$ cat config.mk
export PLATFORM = sky130hd
export DESIGN_NAME = uart_tx
export DESIGN_NICKNAME = d
export VERILOG_FILES = /design/src/rtl/uart_pkg.sv /design/src/rtl/uart_bit_timer.sv /design/src/rtl/uart_tx.sv
export SDC_FILE = /design/constraint.sdc
export NUM_CORES = 1
export LEC_CHECK = 0
export BUFFER_PORTS_ARGS = -buffer_cell sky130_fd_sc_hd__clkbuf_2
export CORE_MARGIN = 3
export CORE_UTILIZATION = 30
export DETAILED_ROUTE_END_ITERATION = 12
export HOLD_SLACK_MARGIN = 0.03
export PLACE_DENSITY = 0.6
export SLEW_MARGIN = 25
export SYNTH_ARGS = -nofsm -noshare
export SYNTH_HDL_FRONTEND = slang
export SYNTH_SLANG_ARGS = --single-unit
$ cat constraint.sdc
create_clock -name clk -period 2.5 [get_ports clk]
set_input_delay 0.125 -clock clk [delete_from_list [all_inputs] [get_ports clk]]
set_output_delay 0.125 -clock clk [all_outputs]
set_load 0.005 [all_outputs]
$ cat src/rtl/uart_pkg.sv
// ---------------------------------------------------------------------------
// uart_pkg
// Definitions shared by the UART transmit and receive engines:
//   - uart_tx_state_e : transmit FSM states
//   - DBITS_5..DBITS_8: data_bit_num encodings (00=5 .. 11=8 data bits)
//   - STOP_1/STOP_2   : stop_bit_num encodings
//   - PARITY_EVEN/ODD : parity_type encodings
//   - data_mask()     : keeps only the N valid data bits of a byte
// ---------------------------------------------------------------------------
package uart_pkg;

   typedef enum logic [2:0] {
      ST_IDLE   = 3'd0,
      ST_START  = 3'd1,
      ST_DATA   = 3'd2,
      ST_PARITY = 3'd3,
      ST_STOP   = 3'd4
   } uart_tx_state_e;

   localparam logic [1:0] DBITS_5 = 2'b00;
   localparam logic [1:0] DBITS_6 = 2'b01;
   localparam logic [1:0] DBITS_7 = 2'b10;
   localparam logic [1:0] DBITS_8 = 2'b11;

   localparam logic STOP_1 = 1'b0;
   localparam logic STOP_2 = 1'b1;

   localparam logic PARITY_EVEN = 1'b0;
   localparam logic PARITY_ODD  = 1'b1;

   // N = 5 + dbits, so the mask is 0xFF shifted right by (3 - dbits).
   function automatic logic [7:0] data_mask(input logic [1:0] dbits);
      return 8'hFF >> (2'd3 - dbits);
   endfunction

endpackage

$ cat src/rtl/uart_bit_timer.sv
// ---------------------------------------------------------------------------
// uart_bit_timer
// Bit-period counter. Counts 0..CLKS_PER_BIT-1 while enabled and pulses
// bit_end_o during the terminal-count cycle, wrapping to 0 on that edge.
//   clk       : clock
//   reset_n   : asynchronous active-low reset
//   clear_i   : forces the count to 0 (dominates enable)
//   enable_i  : advance the count
//   bit_end_o : one-cycle pulse, last cycle of a bit period
// ---------------------------------------------------------------------------
module uart_bit_timer #(
   parameter int CLKS_PER_BIT = 434
) (
   input  logic clk,
   input  logic reset_n,
   input  logic clear_i,
   input  logic enable_i,
   output logic bit_end_o
);

   localparam int CW = (CLKS_PER_BIT > 2) ? $clog2(CLKS_PER_BIT) : 1;
   localparam logic [CW-1:0] LAST = CW'(CLKS_PER_BIT - 1);

   logic [CW-1:0] cnt_q;
   logic [CW-1:0] cnt_d;

   assign bit_end_o = enable_i && !clear_i && (cnt_q == LAST);

   always_comb begin
      cnt_d = cnt_q;
      if (clear_i)
         cnt_d = '0;
      else if (enable_i)
         cnt_d = (cnt_q == LAST) ? '0 : cnt_q + 1'b1;
   end

   always_ff @(posedge clk or negedge reset_n) begin
      if (!reset_n)
         cnt_q <= '0;
      else
         cnt_q <= cnt_d;
   end

endmodule

$ cat src/rtl/uart_tx.sv
// ---------------------------------------------------------------------------
// uart_tx
// Serialises one asynchronous UART frame (start, N data bits LSB first,
// optional parity, 1 or 2 stops) per start accepted in IDLE. Everything
// about the frame is captured at acceptance; inputs are ignored mid-frame.
//   clk            : clock
//   reset_n        : asynchronous active-low reset
//   start_tx_i     : start request, acted on only in IDLE
//   tx_data_i      : transmit word, low N bits used
//   data_bit_num_i : 00=5, 01=6, 10=7, 11=8 data bits
//   stop_bit_num_i : 0=1 stop bit, 1=2 stop bits
//   parity_en_i    : insert a parity bit
//   parity_type_i  : 0=even, 1=odd
//   tx_o           : serial line, idle high
//   tx_busy_o      : frame in progress
//   tx_done_o      : sticky frame-complete flag, cleared by the next start
// ---------------------------------------------------------------------------
module uart_tx
   import uart_pkg::*;
#(
   parameter int CLKS_PER_BIT = 434
) (
   input  logic        clk,
   input  logic        reset_n,
   input  logic        start_tx_i,
   input  logic [31:0] tx_data_i,
   input  logic [1:0]  data_bit_num_i,
   input  logic        stop_bit_num_i,
   input  logic        parity_en_i,
   input  logic        parity_type_i,
   output logic        tx_o,
   output logic        tx_busy_o,
   output logic        tx_done_o
);

   uart_tx_state_e state_q;
   logic [7:0]     shift_q;
   logic [2:0]     bit_idx_q;
   logic [2:0]     last_idx_q;
   logic           stop2_q;
   logic           par_en_q;
   logic           par_bit_q;
   logic           stop_cnt_q;
   logic           tx_q;
   logic           busy_q;
   logic           done_q;

   logic [7:0]     data_d;
   logic           par_bit_d;
   logic           bit_end;
   logic           unused_data_hi;

   // Upper word bits are architecturally don't-care.
   assign unused_data_hi = ^tx_data_i[31:8];

   assign data_d    = tx_data_i[7:0] & data_mask(data_bit_num_i);
   // Masked bits are zero, so XOR over all 8 equals XOR over the N data bits.
   assign par_bit_d = (^data_d) ^ (parity_type_i == PARITY_ODD);

   // Timer held at 0 in IDLE so the start bit gets a full period from acceptance.
   uart_bit_timer #(
      .CLKS_PER_BIT (CLKS_PER_BIT)
   ) u_bit_timer (
      .clk       (clk),
      .reset_n   (reset_n),
      .clear_i   (state_q == ST_IDLE),
      .enable_i  (busy_q),
      .bit_end_o (bit_end)
   );

   always_ff @(posedge clk or negedge reset_n) begin
      if (!reset_n) begin
         state_q    <= ST_IDLE;
         shift_q    <= '0;
         bit_idx_q  <= '0;
         last_idx_q <= '0;
         stop2_q    <= 1'b0;
         par_en_q   <= 1'b0;
         par_bit_q  <= 1'b0;
         stop_cnt_q <= 1'b0;
         tx_q       <= 1'b1;
         busy_q     <= 1'b0;
         done_q     <= 1'b0;
      end else begin
         case (state_q)
            ST_IDLE: begin
               tx_q <= 1'b1;
               if (start_tx_i) begin
                  shift_q    <= data_d;
                  // N-1 = 4 + dbits
                  last_idx_q <= {1'b1, data_bit_num_i};
                  stop2_q    <= (stop_bit_num_i == STOP_2);
                  par_en_q   <= parity_en_i;
                  par_bit_q  <= par_bit_d;
                  bit_idx_q  <= '0;
                  stop_cnt_q <= 1'b0;
                  tx_q       <= 1'b0;
                  busy_q     <= 1'b1;
                  done_q     <= 1'b0;
                  state_q    <= ST_START;
               end
            end
            ST_START: begin
               if (bit_end) begin
                  tx_q    <= shift_q[0];
                  state_q <= ST_DATA;
               end
            end
            ST_DATA: begin
               if (bit_end) begin
                  if (bit_idx_q == last_idx_q) begin
                     stop_cnt_q <= 1'b0;
                     if (par_en_q) begin
                        tx_q    <= par_bit_q;
                        state_q <= ST_PARITY;
                     end else begin
                        tx_q    <= 1'b1;
                        state_q <= ST_STOP;
                     end
                  end else begin
                     bit_idx_q <= bit_idx_q + 3'd1;
                     shift_q   <= shift_q >> 1;
                     tx_q      <= shift_q[1];
                  end
               end
            end
            ST_PARITY: begin
               if (bit_end) begin
                  tx_q       <= 1'b1;
                  stop_cnt_q <= 1'b0;
                  state_q    <= ST_STOP;
               end
            end
            ST_STOP: begin
               if (bit_end) begin
                  if (stop2_q && !stop_cnt_q) begin
                     stop_cnt_q <= 1'b1;
                  end else begin
                     busy_q  <= 1'b0;
                     done_q  <= 1'b1;
                     state_q <= ST_IDLE;
                  end
               end
            end
            default: begin
               tx_q    <= 1'b1;
               busy_q  <= 1'b0;
               state_q <= ST_IDLE;
            end
         endcase
      end
   end

   assign tx_o      = tx_q;
   assign tx_busy_o = busy_q;
   assign tx_done_o = done_q;

endmodule

==> results of run 1 <==
## sequential cells by signal (all words and copies together), names as in the netlist
| name | count |
|---|---|
| bit_idx_q | 3 |
| last_idx_q | 3 |
| par_bit_q | 1 |
| par_en_q | 1 |
| shift_q | 8 |
| state_q | 3 |
| stop2_q | 1 |
| stop_cnt_q | 1 |
| tx_busy_o | 1 |
| tx_done_o | 1 |
| tx_o | 1 |
| u_bit_timer.cnt_q | 9 |
## where the power goes
part	internal [mW]	total, mW	leakage, nW	switching [mW]
sequential	0.678	0.798	0.412	0.121
clock	0.195	0.407	0.0364	0.212
combinational	0.314	0.651	0.484	0.336
## area by class of cell
class | count | area (µm²) | share of cell area (%)
tap | 75 | 93.8 | 4.23
sequential | 33 | 827 | 37.3
clock inverter | 3 | 22.5 | 1.02
clock buffer | 5 | 68.8 | 3.11
inverter | 9 | 33.8 | 1.52
multi-input combinational | 137 | 1020 | 46.2
timing repair buffer | 25 | 145 | 6.55
## critical path: cells and delay by family, from the launching register on
kind            cells  cell delay [ns]
mux                 1             0.33
compound gates      2             0.58
simple gates        1             0.49
flops               1             0.51
## timing repair
item                                   4_1_cts  5_1_grt
setup endpoints to repair                    0        0
hold buffers                                 1        0
endpoints found under the hold margin       32        0
## path summary, 6_finish.rpt
kind,slack (ns),startpoint,end,cells past startpoint
worst min register to register,0.50,tx_done_o,tx_done_o,1
worst min-delay path,0.04,parity_en_i,par_en_q,3
worst max register to register,0.47,state_q[0],bit_idx_q[0],4
max in group asynchronous,1.52,reset_n,state_q[2],2
worst max-delay path,0.47,state_q[0],bit_idx_q[0],4
min in group asynchronous,0.46,reset_n,u_bit_timer.cnt_q[5],2
## through the flow
step | hold WS [ns] | worst slack (ns) | std cells | util, % | cell area, µm²
global placement | 0.274 | 0.475 | 278 | 34.7 | 2110
global route | 0.0687 | 0.375 | 287 | 36.4 | 2220
detailed placement | 0.273 | 0.473 | 278 | 34.7 | 2110
finish | 0.0416 | 0.474 | 287 | 36.4 | 2220
floorplan | -0.171 | 0.709 | 189 | - | 1940
CTS | 0.0305 | 0.467 | 287 | 36.4 | 2220
## cells in the final DEF (no fill, tap or decap), types with 3 or more instances in the layout
| master | Yosys | final |
|---|---|---|
| sky130_fd_sc_hd__and3_1 | 4 | 4 |
| sky130_fd_sc_hd__mux2_2 | 5 | 5 |
| sky130_fd_sc_hd__clkinvlp_4 | 0 | 3 |
| sky130_fd_sc_hd__xnor2_1 | 9 | 9 |
| sky130_fd_sc_hd__o21ai_0 | 15 | 15 |
| sky130_fd_sc_hd__nand2_1 | 12 | 12 |
| sky130_fd_sc_hd__nor3_1 | 7 | 7 |
| sky130_fd_sc_hd__nand3_1 | 6 | 6 |
| sky130_fd_sc_hd__a2bb2oi_1 | 8 | 8 |
| sky130_fd_sc_hd__buf_4 | 0 | 6 |
| sky130_fd_sc_hd__or2_2 | 4 | 4 |
| sky130_fd_sc_hd__dfrtp_1 | 32 | 32 |
| sky130_fd_sc_hd__ha_1 | 3 | 3 |
| sky130_fd_sc_hd__o22ai_1 | 5 | 5 |
| sky130_fd_sc_hd__nand4_1 | 4 | 4 |
| sky130_fd_sc_hd__inv_1 | 9 | 9 |
| sky130_fd_sc_hd__clkbuf_2 | 0 | 18 |
| sky130_fd_sc_hd__clkbuf_8 | 0 | 5 |
| sky130_fd_sc_hd__a31oi_1 | 3 | 3 |
| sky130_fd_sc_hd__nor2_1 | 7 | 7 |
| sky130_fd_sc_hd__mux2i_1 | 4 | 4 |
| sky130_fd_sc_hd__a21oi_1 | 6 | 6 |
## layer usage
metal	vias to the layer above	GRT usage, %	part of all wire, %
met5	-	0	0
met3	6	2.47	3.1
met1	720	17.7	52
li1	745	-	-
met4	0	4.25	1.6
met2	26	17.3	44
## logic make-up (layout without fill, tap and decap cells)
| logic type | count (synthesis) | after routing |
|---|---|---|
| muxes | 10 | 10 |
| xor gates and xnor gates | 11 | 11 |
| adders and majority gates | 3 | 3 |
| buffers and inverters | 19 | 42 |
| AOI/OAI and AO/OA | 58 | 58 |
| DFF | 33 | 33 |
| and+or+nand+nor | 55 | 55 |
==> results.toml, run 1 <==
[synthesis]
share_of_the_synthesized_area_in_compound_gates_ao_oa_aoi_oai_pct = 22.4
synth_most_common_cell = "sky130_fd_sc_hd__dfrtp_1"
portion_of_synthesized_cell_area_occupied_by_the_leading_cell_type_pct = 41.3
synth_top_cells_by_area = "sky130_fd_sc_hd__dfrtp_1 41%, sky130_fd_sc_hd__xnor2_1 4.1%, sky130_fd_sc_hd__o21ai_0 3.9%, sky130_fd_sc_hd__a2bb2oi_1 3.6%, sky130_fd_sc_hd__mux2_2 2.9%"
synth.lib_cells_used.distinct = 54
netlist_top_cells_count = "32 x sky130_fd_sc_hd__dfrtp_1, 15 x sky130_fd_sc_hd__o21ai_0, 12 x sky130_fd_sc_hd__nand2_1, 9 x sky130_fd_sc_hd__inv_1, 9 x sky130_fd_sc_hd__xnor2_1"
yosysSeqAreaShare_pct = 42.7
total_of_flip_flops_plus_latches_after_synthesis = 33
dominantRegCellSynth = "sky130_fd_sc_hd__dfrtp_1"
synth_adder_area_share_pct = 1.94
number_of_enable_type_register_cells_in_the_synthesized_netlist = 0
post_synthesis_share_of_cell_area_spent_on_and_or_nand_and_nor_gates_pct = 17.1
synth_top_cell_by_area = "sky130_fd_sc_hd__dfrtp_1"
synthesis.area_um2 = 1940
postSynthAreaPerCell_um2 = 10.2
synthCells = 189
synth_top_family_by_area = "compound AO/OA/AOI/OAI gates"
postSynth.asyncResetShare_pct = 100
synth_xor_area_share_pct = 5.68
yosysWarningCount = 0
synth.mux.area_fraction_pct = 5.75
synth_fp_nets = 232

[sta]
setup-tns-final_ns = 0
clock_skews_ns = 0.00390
timing_hold_violations_final = 0
finalCritPeriodShare_pct = 81.0
max_clock_freq_ghz = 0.494
slew_violations = 0
transition_time_of_the_tightest_slew_check_pin_ns = 0.819
grt_setup_unrepaired = "false"
timing.slew.headroom_pct = 45.4
min_period_ns = 2.03
finalSetupViolCount = 0

[final_layout]
diodes = 0
num-fill-cells = 634
area.growth.synth_to_final_pct = 14.4
finish.net_count = 254
layout-drive-gt1-share_pct = 24.1

[floorplanning]
pin_count = 43
initial_utilization_pct = 31.8
fp.dieArea_um2 = 7460
core_um2 = 6100
die_height_um = 86.4
floorplan.rows = 28
die_w_um = 86.4

[drt]
detail_route.vias_per_cell = 5.22
route.final.wire_length_um = 4040
drt_iter0_drc = 74
detailroute.via_count = 1497
drt_pass1_iterations = 4
dr_drc_count = 0
final_antenna_net_count = 0
post_drt_wl_per_cell_um = 14.1

[worst_setup_path]
maximum_cell_stage_delay_along_the_critical_path_ns = 0.51
path_class = "reg2reg"
worst_path_max_delay_cell = "sky130_fd_sc_hd__dfrtp_1"
crit_path_max_fo = 10
timing.critical_path.from_type = "flip-flop"
timing.critical_path.to_type = "flip-flop"
endpoint_arrival_time_on_the_critical_path_ns = 2.20
worst_ep_required_time_ns = 2.67
crit_path_cell_chain = "or3b_4 -> a31oi_4 -> a2bb2oi_4 -> mux2_4"

[clock_tree]
h_tree_lvls = 2
worst_skew_pair.late_latency_ns = 0.29
post_cts_resized = 0
cts_setup_buffers = 0
clkTransAtPathRegs_ns = 0.07
clock_tree_from_tritoncts = "built"
ctsLongestPathBuffers = 2
tritoncts.num_buffers = 5
clkSinkCount = 33
cts.root.buffer_cell = "sky130_fd_sc_hd__clkbuf_8"

[global_routing]
grt_max_degree = 34
number_of_antenna_violations_at_the_first_check_in_global_routing = 0
wire_length_of_the_first_global_routing_pass_um = 7130
grt.overflow.total = 0
groute.usage.overall_pct = 12.0
first_global_vias = 1462

[power_and_ir_drop]
power_density_nw_per_um2 = 837
power.leakage_nw = 0.932
worst_ir_drop_vdd_mv = 0.344
power_mw = 1.86

[min_path]
worst_min_delay_path_category = "in2reg"

[place]
place.port_buffers = 18
detailed_place_hpwl_um = 2900
routabilityCongestion = 0.863

[flow_run]
maxCapViolCount = 0

[run_status]
run_status = "finished clean"
Power figures use the tool's default switching activity.
==> run 2, diff against run 1 <==
--- a/config.mk
+++ b/config.mk
@@ -10,7 +10,7 @@
 export CORE_UTILIZATION = 30
 export DETAILED_ROUTE_END_ITERATION = 12
 export HOLD_SLACK_MARGIN = 0.03
-export PLACE_DENSITY = 0.6
+export PLACE_DENSITY = 0.62
 export SLEW_MARGIN = 25
 export SYNTH_ARGS = -nofsm -noshare
 export SYNTH_HDL_FRONTEND = slang
==> constraint.sdc (replaced) <==
create_clock -name clk -period 1.7 [get_ports clk]
set_input_delay 0.085 -clock clk [delete_from_list [all_inputs] [get_ports clk]]
set_output_delay 0.085 -clock clk [all_outputs]
set_load 0.005 [all_outputs]
==> results.toml, run 2 (synthesized netlist as in run 1, its figures left out) <==
[place]
placement.cell_area_um2 = 2340
placed_cells_incl_taps = 307
routabilityCongestion = 0.800
place.port_buffers = 18
detailed_place_hpwl_um = 3240

[worst_setup_path]
ff2ff_setup_slack_ns = -0.002
crit_path_max_fo = 6
path_class = "reg2reg"
endpoint_arrival_time_on_the_critical_path_ns = 1.87
timing.critical_path.to_type = "flip-flop"
worst_ep_required_time_ns = 1.87
rr_worst_depth = 4
startpoint_of_the_lowest_slack_register_to_register_path = "state_q[0]"
maximum_cell_stage_delay_along_the_critical_path_ns = 0.46
crit_path_cell_chain = "or3b_4 -> a31oi_4 -> a2bb2oi_4 -> mux2_4"
worst_path_max_delay_cell = "sky130_fd_sc_hd__dfrtp_2"
reg2reg_to = "bit_idx_q[0]"
timing.critical_path.from_type = "flip-flop"

[global_routing]
wire_length_of_the_first_global_routing_pass_um = 7300
grt_max_degree = 24
first_global_vias = 1565
number_of_antenna_violations_at_the_first_check_in_global_routing = 0
grt.overflow.total = 0
groute.usage.overall_pct = 12.3

[floorplanning]
fp.dieArea_um2 = 7460
floorplan.rows = 28
die_height_um = 86.4
die_w_um = 86.4
initial_utilization_pct = 31.8
core_um2 = 6100
pin_count = 43

[clock_tree]
clock_tree_from_tritoncts = "built"
cts.root.buffer_cell = "sky130_fd_sc_hd__clkbuf_8"
clkSinkCount = 33
clkTransAtPathRegs_ns = 0.07
ctsLongestPathBuffers = 2
worst_skew_pair.late_latency_ns = 0.28
tritoncts.num_buffers = 5
h_tree_lvls = 2

[final_layout]
diodes = 0
most_flops_register = "u_bit_timer.cnt_q"
largest_registers = "u_bit_timer.cnt_q: 9 flops, shift_q: 8 flops"
final_cell_count_no_fill = 320
largest_register_ff_count = 9
mostFrequentLayoutCell = "sky130_fd_sc_hd__buf_4"
area_of_the_multi_input_gates_um2 = 1150
postLayoutCellArea_um2 = 2630
num-fill-cells = 606
area.growth.synth_to_final_pct = 35.9
finish.net_count = 287
layout-drive-gt1-share_pct = 43.3
layout.cells.most_common_list = "34 x sky130_fd_sc_hd__buf_4, 30 x sky130_fd_sc_hd__dfrtp_1, 18 x sky130_fd_sc_hd__clkbuf_2"
ff_latch_area_um2 = 830

[run_status]
violated_checks = "setup timing"
run_status = "finished, violations left"

[sta]
clock_skews_ns = 0.00347
grt_setup_unrepaired = "true"
timing.slew.headroom_pct = 59.2
min_period_ns = 1.70
transition_time_of_the_tightest_slew_check_pin_ns = 0.609
worst_setup_slack_after_layout_ns = -0.00154
finalSetupViolCount = 1
timing_hold_violations_final = 0
slew_violations = 0
finalCritPeriodShare_pct = 100
max_clock_freq_ghz = 0.588

[flow_run]
maxCapViolCount = 0

[drt]
detail_route.vias_per_cell = 5.07
route.final.wire_length_um = 4560
detailroute.via_count = 1622
dr_drc_count = 0
post_drt_wl_per_cell_um = 14.2
drt_iter0_drc = 75
drt_pass1_iterations = 4
final_antenna_net_count = 0

[min_path]
hold_sp = "stop_bit_num_i"
worst_hold_path.num_cells = 2
worst_min_delay_path_category = "in2reg"
min_to = "stop2_q"

[power_and_ir_drop]
power.switching_mw = 1.10
comb_power_share_pct = 43.3
power_mw = 3.20
worst_ir_drop_vdd_mv = 0.771
power.leakage_nw = 1.15
flop_pwr_share_pct = 36.4
p_int_mw = 2.10
clock_power_share_pct = 20.3
power_density_nw_per_um2 = 1220
power_switching_share_pct = 34.4
## run 2: changes by cell type in the layout (fill, tap and decap cells not counted), sizes merged
cell,delta
buf,+32
clkinvlp,-3
dlygate4sd3,+1
clkinv,+1
clkbuf,+2
## run 2: through the flow
step                worst slack [ns]  hold slack [ns]  setup TNS, ns  util, %
finish                      -0.00154           0.0398       -0.00154     43.2
detailed placement           -0.0572            0.113         -0.362     38.5
global route                 -0.0504           0.0380         -0.367     43.2
global placement             -0.0539            0.113         -0.356     38.5
floorplan                    -0.0905           -0.211        -0.0905        -
CTS                           0.0133           0.0332              0     41.1
## run 2: layer usage
metal	wire length (µm)	up-vias	global-route usage, %
li1	-	813	-
met1	2320	777	17.5
met2	2050	28	18.6
met3	108	4	2.00
met4	74	0	4.67
met5	0	-	0
## run 2: final cells by class
class | instances | area share [%]
multi-input cells | 137 | 43.9
flip-flops and latches | 33 | 31.5
repair buffers | 58 | 15.9
clock buffers | 7 | 3.66
well taps | 75 | 3.56
inverters | 9 | 1.28
clock inverters | 1 | 0.190
## run 2: how the worst max path moves through the flow
stage	slack (ns)	to	cells after the start	startpoint
2_1_floorplan	-0.09	bit_idx_q[0]	5	state_q[2]
3_5_place_dp	-0.06	u_bit_timer.cnt_q[0]	6	u_bit_timer.cnt_q[0]
5_1_grt	-0.05	shift_q[5]	5	state_q[0]
3_3_place_gp	-0.05	u_bit_timer.cnt_q[0]	6	u_bit_timer.cnt_q[0]
4_1_cts	0.01	shift_q[6]	8	u_bit_timer.cnt_q[1]
6_report	-0.002	bit_idx_q[0]	4	state_q[0]
## run 2: worst max-delay path: cells and delay by family, from the launching register on
| kind | cells | cell delay (ns) |
|---|---|---|
| flops | 1 | 0.46 |
| simple gates | 1 | 0.41 |
| mux | 1 | 0.31 |
| compound gates | 2 | 0.41 |
## run 2: timing repair
| action | in CTS | in global routing |
|---|---|---|
| endpoints found under the setup margin | 19 | 21 |
| gates cloned | 0 | 1 |
| buffers inserted | 0 | 2 |
| endpoints found under the hold margin | 21 | 0 |
| pin swaps | 1 | 10 |
| gates resized for setup | 9 | 24 |
| hold buffers | 2 | 0 |
## run 2: power groups by stage
stage	logic, mW	registers (mW)	clock network (mW)
CTS	1.26	1.13	0.673
finish	1.39	1.17	0.649
global placement	1.20	1.14	0
global route	1.51	1.19	0.699
detailed placement	1.22	1.14	0
floorplan	0.779	1.12	0
